--- src/rtl/pipe_hazard_ctrl_if.sv ---
// rtl/pipe_hazard_ctrl_if.sv - hazard controller pipeline-side signal bundle
interface pipe_hazard_ctrl_if #(
    parameter int CNT_W = 16
);
    logic [4:0]       ifid_rs_i;
    logic [4:0]       ifid_rt_i;
    logic             idex_memread_i;
    logic [4:0]       idex_rt_i;
    logic             branch_taken_i;
    logic             mem_stall_i;
    logic             pc_write_o;
    logic             ifid_hazard_o;
    logic             ifid_flush_o;
    logic             idex_bubble_o;
    logic             pipe_freeze_o;
    logic [CNT_W-1:0] stall_cnt_o;
    logic [CNT_W-1:0] flush_cnt_o;
    logic             err_o;

    // The controller side
    modport slave (
        input  ifid_rs_i, ifid_rt_i, idex_memread_i, idex_rt_i,
               branch_taken_i, mem_stall_i,
        output pc_write_o, ifid_hazard_o, ifid_flush_o, idex_bubble_o,
               pipe_freeze_o, stall_cnt_o, flush_cnt_o, err_o
    );

    // The pipeline side
    modport master (
        output ifid_rs_i, ifid_rt_i, idex_memread_i, idex_rt_i,
               branch_taken_i, mem_stall_i,
        input  pc_write_o, ifid_hazard_o, ifid_flush_o, idex_bubble_o,
               pipe_freeze_o, stall_cnt_o, flush_cnt_o, err_o
    );
endinterface

--- src/rtl/pipe_hazard_ctrl.sv ---
// rtl/pipe_hazard_ctrl.sv - pipeline stall/flush sequencer with statistics and watchdog
module pipe_hazard_ctrl #(
    parameter int CNT_W   = 16,
    parameter int TIMEOUT = 255
) (
    input  logic               clk_i,
    input  logic               rst_i,
    pipe_hazard_ctrl_if.slave  bus
);
    typedef enum logic {RUN = 1'b0, MEM_WAIT = 1'b1} state_t;

    localparam logic [CNT_W-1:0] CNT_MAX  = '1;
    localparam logic [15:0]      WAIT_MAX = 16'hFFFF;
    localparam logic [15:0]      WAIT_TO  = 16'(TIMEOUT);

    state_t           state_q, state_d;
    logic             pending_q, pending_d;
    logic [15:0]      wait_q, wait_d;
    logic [CNT_W-1:0] stall_q, stall_d;
    logic [CNT_W-1:0] flush_q, flush_d;
    logic             err_q, err_d;

    logic load_use, br;
    logic pc_write, hazard, flush, bubble, freeze;

    // Decide this cycle's control outputs and the next register values
    always_comb begin
        load_use = bus.idex_memread_i && (bus.idex_rt_i != 5'd0) &&
                   ((bus.idex_rt_i == bus.ifid_rs_i) || (bus.idex_rt_i == bus.ifid_rt_i));
        br       = bus.branch_taken_i | pending_q;

        pc_write  = 1'b1;
        hazard    = 1'b0;
        flush     = 1'b0;
        bubble    = 1'b0;
        freeze    = 1'b0;
        state_d   = state_q;
        pending_d = pending_q;
        wait_d    = wait_q;
        flush_d   = flush_q;
        err_d     = err_q;

        if (rst_i) begin
            // Keep the front end parked on a NOP while reset is held
            pc_write = 1'b0;
            flush    = 1'b1;
        end else if (bus.mem_stall_i) begin
            pc_write = 1'b0;
            hazard   = 1'b1;
            freeze   = 1'b1;
            if (state_q == RUN) begin
                // A branch seen together with the stall is remembered, not dropped
                pending_d = br;
                state_d   = MEM_WAIT;
                wait_d    = 16'd1;
            end else begin
                pending_d = pending_q | bus.branch_taken_i;
                if (wait_q != WAIT_MAX) wait_d = wait_q + 16'd1;
                if (wait_q == WAIT_TO)  err_d  = 1'b1;
            end
        end else begin
            // Release cycle of MEM_WAIT behaves exactly like RUN
            if (state_q == MEM_WAIT) begin
                state_d = RUN;
                wait_d  = 16'd0;
            end
            if (load_use) begin
                // Branch is re-resolved by ID once the load-use bubble clears
                pc_write = 1'b0;
                hazard   = 1'b1;
                bubble   = 1'b1;
            end else if (br) begin
                flush     = 1'b1;
                pending_d = 1'b0;
                if (flush_q != CNT_MAX) flush_d = flush_q + 1'b1;
            end
        end

        stall_d = stall_q;
        if (!rst_i && !pc_write && (stall_q != CNT_MAX)) stall_d = stall_q + 1'b1;
    end

    // State, flags and statistics registers
    always_ff @(posedge clk_i or posedge rst_i) begin
        if (rst_i) begin
            state_q   <= RUN;
            pending_q <= 1'b0;
            wait_q    <= 16'd0;
            stall_q   <= '0;
            flush_q   <= '0;
            err_q     <= 1'b0;
        end else begin
            state_q   <= state_d;
            pending_q <= pending_d;
            wait_q    <= wait_d;
            stall_q   <= stall_d;
            flush_q   <= flush_d;
            err_q     <= err_d;
        end
    end

    assign bus.pc_write_o    = pc_write;
    assign bus.ifid_hazard_o = hazard;
    assign bus.ifid_flush_o  = flush;
    assign bus.idex_bubble_o = bubble;
    assign bus.pipe_freeze_o = freeze;
    assign bus.stall_cnt_o   = stall_q;
    assign bus.flush_cnt_o   = flush_q;
    assign bus.err_o         = err_q;
endmodule

--- src/flat_wrapper.sv ---
// flat-port wrapper written by rule: the top's interface ports become plain ports
module pipe_hazard_ctrl_flat 
#(
    parameter int CNT_W   = 16,
    parameter int TIMEOUT = 255
)
  (clk_i, rst_i, bus_ifid_rs_i, bus_ifid_rt_i, bus_idex_memread_i, bus_idex_rt_i, bus_branch_taken_i, bus_mem_stall_i, bus_pc_write_o, bus_ifid_hazard_o, bus_ifid_flush_o, bus_idex_bubble_o, bus_pipe_freeze_o, bus_stall_cnt_o, bus_flush_cnt_o, bus_err_o);
  pipe_hazard_ctrl_if #(.CNT_W(CNT_W)) bus_i ();
  input  logic clk_i;
  input  logic rst_i;
  input wire logic [$bits(bus_i.ifid_rs_i)-1:0] bus_ifid_rs_i;
  input wire logic [$bits(bus_i.ifid_rt_i)-1:0] bus_ifid_rt_i;
  input wire logic [$bits(bus_i.idex_memread_i)-1:0] bus_idex_memread_i;
  input wire logic [$bits(bus_i.idex_rt_i)-1:0] bus_idex_rt_i;
  input wire logic [$bits(bus_i.branch_taken_i)-1:0] bus_branch_taken_i;
  input wire logic [$bits(bus_i.mem_stall_i)-1:0] bus_mem_stall_i;
  output wire logic [$bits(bus_i.pc_write_o)-1:0] bus_pc_write_o;
  output wire logic [$bits(bus_i.ifid_hazard_o)-1:0] bus_ifid_hazard_o;
  output wire logic [$bits(bus_i.ifid_flush_o)-1:0] bus_ifid_flush_o;
  output wire logic [$bits(bus_i.idex_bubble_o)-1:0] bus_idex_bubble_o;
  output wire logic [$bits(bus_i.pipe_freeze_o)-1:0] bus_pipe_freeze_o;
  output wire logic [$bits(bus_i.stall_cnt_o)-1:0] bus_stall_cnt_o;
  output wire logic [$bits(bus_i.flush_cnt_o)-1:0] bus_flush_cnt_o;
  output wire logic [$bits(bus_i.err_o)-1:0] bus_err_o;
  assign bus_i.ifid_rs_i = bus_ifid_rs_i;
  assign bus_i.ifid_rt_i = bus_ifid_rt_i;
  assign bus_i.idex_memread_i = bus_idex_memread_i;
  assign bus_i.idex_rt_i = bus_idex_rt_i;
  assign bus_i.branch_taken_i = bus_branch_taken_i;
  assign bus_i.mem_stall_i = bus_mem_stall_i;
  assign bus_pc_write_o = bus_i.pc_write_o;
  assign bus_ifid_hazard_o = bus_i.ifid_hazard_o;
  assign bus_ifid_flush_o = bus_i.ifid_flush_o;
  assign bus_idex_bubble_o = bus_i.idex_bubble_o;
  assign bus_pipe_freeze_o = bus_i.pipe_freeze_o;
  assign bus_stall_cnt_o = bus_i.stall_cnt_o;
  assign bus_flush_cnt_o = bus_i.flush_cnt_o;
  assign bus_err_o = bus_i.err_o;
  pipe_hazard_ctrl #(.CNT_W(CNT_W), .TIMEOUT(TIMEOUT)) u_core (.clk_i(clk_i), .rst_i(rst_i), .bus(bus_i));
endmodule
--- config.mk ---
export PLATFORM = sky130hd
export DESIGN_NAME = pipe_hazard_ctrl_flat
export DESIGN_NICKNAME = d
export VERILOG_FILES = /design/src/rtl/pipe_hazard_ctrl_if.sv /design/src/rtl/pipe_hazard_ctrl.sv /design/src/flat_wrapper.sv
export SDC_FILE = /design/constraint.sdc
export NUM_CORES = 1
export LEC_CHECK = 0
export BUFFER_PORTS_ARGS = -buffer_cell sky130_fd_sc_hd__buf_2
export CORE_ASPECT_RATIO = 1.2
export CORE_MARGIN = 8
export CORE_UTILIZATION = 58
export CTS_CLUSTER_SIZE = 12
export DETAILED_ROUTE_END_ITERATION = 10
export GPL_ROUTABILITY_DRIVEN = 0
export HOLD_SLACK_MARGIN = 0.06
export PLACE_DENSITY = 0.81
export SETUP_SLACK_MARGIN = 0.15
export SLEW_MARGIN = 10
export SYNTH_ARGS = -nofsm -noshare
export SYNTH_HDL_FRONTEND = slang
export SYNTH_SLANG_ARGS = --single-unit
--- constraint.sdc ---
create_clock -name clk_i -period 4.4 [get_ports clk_i]
set_clock_uncertainty 0.2 [all_clocks]
set_input_delay 0.44 -clock clk_i [delete_from_list [all_inputs] [get_ports clk_i]]
set_output_delay 0.44 -clock clk_i [all_outputs]
set_load 0.01 [all_outputs]
==> results of run 1 <==
-- kinds of logic after synthesis --
logic type,share of synthesized area [%]
AO/OA/AOI/OAI,11.62
XOR/XNOR,12.37
adder cells (fa/ha/maj),1.395
buffers and inverters,2.138
flip-flops,47.42
multiplexers,1.255
AND/OR/NAND/NOR,23.80
-- worst max-delay path, cell delays in order --
cell and delay (ns):
dlygate4sd3_1 0.54, buf_2 0.16, inv_2 0.35, nand2_1 0.19
a2111oi_4 0.81, mux2_2 0.41
-- metal layers --
metal / up-vias / GRT usage (%)
met5: - / 0
met3: 12 / 2.888
met4: 0 / 6.037
met2: 42 / 31.49
li1: 1137 / -
met1: 1108 / 19.45
-- stage by stage --
stage / utilization (%) / worst slack, ns / cell area [um^2]
2_1_floorplan: - / 1.276 / 2691
3_3_place_gp: 66.83 / 1.566 / 3025
3_5_place_dp: 66.83 / 1.566 / 3025
4_1_cts: 69.15 / 1.466 / 3131
5_1_grt: 69.15 / 1.234 / 3131
6_report: 69.15 / 1.485 / 3131
-- final cells by class --
type	instances	share of cell area, %
multi-input combinational	223	43.37
timing repair buffer	60	9.912
clock buffer	7	2.758
sequential	51	40.77
tap	58	2.318
clock inverter	1	0.2798
inverter	5	0.5995
-- report_power, final --
group          internal, mW  switching [mW]  leakage (nW)  total [mW]
Clock                 0.129           0.152        0.0484       0.281
Sequential            0.530          0.0749         0.675       0.604
Combinational         0.116           0.134         0.755       0.249
Total                 0.774           0.361          1.48        1.13
-- worst paths after layout --
check                            startpoint                    endpoint  slack [ns]
max                                   rst_i   u_core.bus.flush_cnt_o[1]        1.48
min in group asynchronous             rst_i  u_core.bus.stall_cnt_o[15]        0.55
min                         bus_mem_stall_i            u_core.wait_q[1]        0.27
max in group asynchronous             rst_i            u_core.wait_q[4]        2.65
max reg2reg                u_core.wait_q[0]            u_core.wait_q[6]        1.56
min reg2reg                u_core.bus.err_o            u_core.bus.err_o        0.29
-- Yosys cell counts --
library cell  instances  share of area, %
a2111oi_4             1               1.0
a21o_1                1              0.28
a21oi_1               6               1.1
a311o_1               1              0.37
a31oi_1               5               1.2
a41o_1                1              0.37
and2_1                2              0.46
and3_1               11               2.6
and4_1                1              0.33
buf_2                 1              0.19
buf_4                 1              0.28
buf_6                 1              0.42
clkbuf_1              4              0.56
dfrtp_1              51                47
ha_1                  3               1.4
inv_1                 5              0.70
mux2_2                3               1.3
nand2_1              35               4.9
nand2b_1              1              0.23
nand3_1              18               3.3
nand4_1              13               3.0
nor2_1               22               3.1
nor2b_1               3              0.70
nor3_1               11               2.0
nor3b_1               1              0.28
nor4_1                3              0.70
nor4_2                1              0.46
nor4b_1               2              0.65
o21a_1                1              0.28
o21ai_0              28               5.2
o21ai_1               1              0.19
o22ai_1               1              0.23
o31ai_1               5               1.4
or2_2                 1              0.23
or3_1                 1              0.23
or3b_2                1              0.33
or4_1                 1              0.28
xnor2_1              24               7.8
xor2_1               14               4.6
-- registers in the layout, indices dropped and copies added (netlist names) --
signal                  flops
u_core.bus.flush_cnt_o     16
u_core.bus.stall_cnt_o     16
u_core.pending_q            1
u_core.bus.err_o            1
u_core.wait_q              16
u_core.state_q              1
==> impl_metrics.ini, run 1 <==
[clock_network]
post_cts.repair.setup_buffers = 0
numCtsBuffers = 5
clock_latency_ns = 0.30
cts-root-buf = clkbuf_8
cts_hold_buf = 1
cts.sinks = 51
h-tree-depth = 2
clockBufferDepth = 2
cts_resized = 0
clk_pin_slew_ns = 0.09
cts_tree = done

[yosys]
synthCells = 286
synth_area_um2 = 2691
ys_types = 39
postSynthAreaPerCell_um2 = 9.410
synth_nets = 309
ys_ff_latch = 51
yosys_warnings = 0
yosysSeqAreaShare_pct = 47.42

[timing]
fin_crit_sh_pct = 66.26
rsz0062_at_grt = false
max_slew_margin_pct = 35.10
finalSetupTns_ns = 0
finalHoldViolCount = 0
hold_ws_ns = 0.2707
setup_viol = 0
period_needed_ns = 2.915
drv_slew = 0
max_freq_ghz = 0.3430
tightest_slew_ns = 0.9670

[global_route]
grt_usage_pct = 17.30
antenna_found_initial = 0
grt_pass1_wl_mm = 10.33
grt_overflow = 0
first_global_vias = 2380
grt_max_degree = 36

[route]
first_pass_iters = 6
via_per_inst = 5.677
maxUsedRoutingLayer = met4
routedWlPerCell_um = 14.74
via_count = 2299
routed_wl_mm = 5.971
wl_met2_mm = 3.149
drc = 0
postRouteAntennaNets = 0
first_iter_violations = 145
wl_met3_um = 173
wl_met1_mm = 2.536

[critical_path]
start_kind = input port
criticalPathCategory = in -> reg
cp.required_ns = 4.39
end_kind = register
crit_fanout = 23
arrival_ns = 2.90
reg2reg_depth = 7

[floorplan]
fp.dieH_um = 90.62
std_cell_rows = 27
chipWidth_um = 78.19
die-area_um2 = 7085
start_util_pct = 59.45
ioPinCount = 58
coreArea_um2 = 4527

[placed_design]
post-place-cells = 396
dpl.hpwl_mm = 4.462
port_buffers = 57

[power]
pwr_density_cell_nw_per_um2 = 362.5
p_leak_nw = 1.479
totalPowerFinal_mw = 1.135
vdd_drop_max_mv = 0.4463

[final_layout]
layout_common_cells = 57 x buf_2, 51 x dfrtp_1, 35 x nand2_1
final_common_cell = buf_2
final-seq-area_um2 = 1276
nFillCells = 373
drive_gt1_share_pct = 21.33
multi_input_area_um2 = 1358
syn2layout_area_growth_pct = 16.32
antenna_cells = 0
nets = 369
layout.cells.non_filler = 405

[job]
cap_viol_max_count = 0

[hold_path]
whs_path_depth = 3
worstHoldPathType = in -> reg

[status]
status = finished, final reports clean
Power figures use the tool's default switching activity.
==> run 2, diff against run 1 <==
CORE_UTILIZATION = 49   (was 58)
PLACE_DENSITY = 0.73   (was 0.81)
clock period = 2.6 ns   (was 4.4 ns; I/O delays follow)
==> impl_metrics.ini, run 2 (synthesis gave the netlist of run 1 again) <==
[critical_path]
ff2ff_setup_slack_ns = 0.24
cp.required_ns = 2.60
criticalPathCategory = reg -> reg
critPathMaxStageDelay_ns = 0.44
reg2reg_depth = 7
path_cells = ha_2 -> and3_4 -> and4_4 -> and3_4 -> a2111oi_4 -> buf_6 -> mux2_2
path_delay_family = simple AND/OR/NAND/NOR gates
slowest_stage = dfrtp_2
end_kind = register
crit_fanout = 8
cp.buffers_inverters = 1
start_kind = register
arrival_ns = 2.37
r2r-end = u_core.bus.flush_cnt_o[1]
timing.rr.start = u_core.bus.flush_cnt_o[0]
crit_top_cell = and3_4

[route]
first_pass_iters = 5
drc = 0
postRouteAntennaNets = 0
first_iter_violations = 64
routedWlPerCell_um = 14.68
via_per_inst = 5.520
routed_wl_mm = 6.210
via_count = 2335

[hold_path]
hold_path_end = u_core.pending_q
hp-start = bus_branch_taken_i
whs_path_depth = 3
worstHoldPathType = in -> reg

[final_layout]
syn2layout_area_growth_pct = 21.99
nets = 383
final_util_pct = 61.97
nFillCells = 464
antenna_cells = 0
drive_gt1_share_pct = 25.48
final_common_cell = buf_2
layout_common_cells = 57 x buf_2, 50 x dfrtp_1, 35 x nand2_1

[global_route]
grt_usage_pct = 14.64
first_global_vias = 2253
grt_max_degree = 35
antenna_found_initial = 0
grt_pass1_wl_mm = 10.24
grt_overflow = 0

[floorplan]
coreArea_um2 = 5298
die-area_um2 = 8130
fp.dieH_um = 97.19
ioPinCount = 58
chipWidth_um = 83.66
start_util_pct = 50.80
std_cell_rows = 29

[clock_network]
numCtsBuffers = 5
clock_latency_ns = 0.31
clk_pin_slew_ns = 0.10
cts_tree = done
cts-root-buf = clkbuf_8
clockBufferDepth = 2
cts.sinks = 51
h-tree-depth = 2

[timing]
tightest_slew_ns = 0.8298
period_needed_ns = 2.362
max_freq_ghz = 0.4234
finalHoldViolCount = 0
finalSetupTns_ns = 0
rsz0062_at_grt = false
fin_crit_sh_pct = 90.85
max_slew_margin_pct = 44.50
drv_slew = 0
setup_viol = 0

[placed_design]
port_buffers = 57
dpl.hpwl_mm = 4.597

[job]
cap_viol_max_count = 0

[power]
pwr_density_cell_nw_per_um2 = 606.7
vdd_drop_max_mv = 0.4708
totalPowerFinal_mw = 1.992
p_leak_nw = 1.542

[status]
status = finished, final reports clean
[run 2: what timing repair did]
item / CTS / global route
buffers inserted: 0 / 4
setup endpoints to repair: 0 / 1
hold buffers: 3 / 0
endpoints found under the hold margin: 52 / 0
gates resized for setup: 0 / 9
[run 2: cell type report]
| type | count | area (um^2) | area share [%] |
|---|---|---|---|
| Multi-Input combinational cell | 223 | 1373 | 41.81 |
| Sequential cell | 51 | 1277 | 38.91 |
| Timing Repair Buffer | 74 | 436.7 | 13.30 |
| Tap cell | 62 | 77.57 | 2.363 |
| Clock buffer | 5 | 68.82 | 2.096 |
| Clock inverter | 3 | 27.53 | 0.8384 |
| Inverter | 5 | 22.52 | 0.6860 |
[run 2: worst register-to-register path: stages, from the launching register on]
cell and delay (ns):
dfrtp_2 0.44, ha_2 0.19, and3_4 0.15, and4_4 0.20, and3_4 0.18, a2111oi_4 0.37, buf_6 0.19, mux2_2 0.33
[run 2: power breakdown]
part | leakage, nW | switching, mW | internal [mW] | total, mW
logic | 0.822 | 0.249 | 0.242 | 0.491
clock network | 0.0463 | 0.283 | 0.198 | 0.481
registers | 0.674 | 0.122 | 0.898 | 1.02
[run 2: worst max-delay path by stage]
| stage | from | depth (start not counted) | to |
|---|---|---|---|
| CTS | u_core.bus.flush_cnt_o[0] | 7 | u_core.bus.flush_cnt_o[1] |
| floorplan | rst_i | 5 | u_core.bus.stall_cnt_o[4] |
| finish | u_core.bus.flush_cnt_o[0] | 7 | u_core.bus.flush_cnt_o[1] |
| global route | u_core.bus.flush_cnt_o[0] | 7 | u_core.bus.flush_cnt_o[1] |
| detailed placement | u_core.bus.flush_cnt_o[0] | 7 | u_core.bus.flush_cnt_o[1] |
| global placement | bus_idex_rt_i[0] | 6 | u_core.bus.flush_cnt_o[1] |
[run 2: through the flow]
step	cells	area, um^2	hold slack (ns)	setup slack [ns]
after global routing	423	3283	0.09849	0.1724
after detailed placement	407	3099	0.2153	0.2164
after CTS	418	3226	0.08750	0.1984
final	423	3283	0.09428	0.2380
after global placement	407	3099	0.2137	0.2500
after floorplan	286	2695	0.1326	0.2187
[run 2: layer usage]
metal / track usage [%] / wire (um) / up-vias
met3: 3.020 / 161 / 5
met4: 3.728 / 53 / 0
li1: - / - / 1170
met2: 25.88 / 3206 / 35
met1: 17.38 / 2788 / 1125
met5: 0 / 0 / -
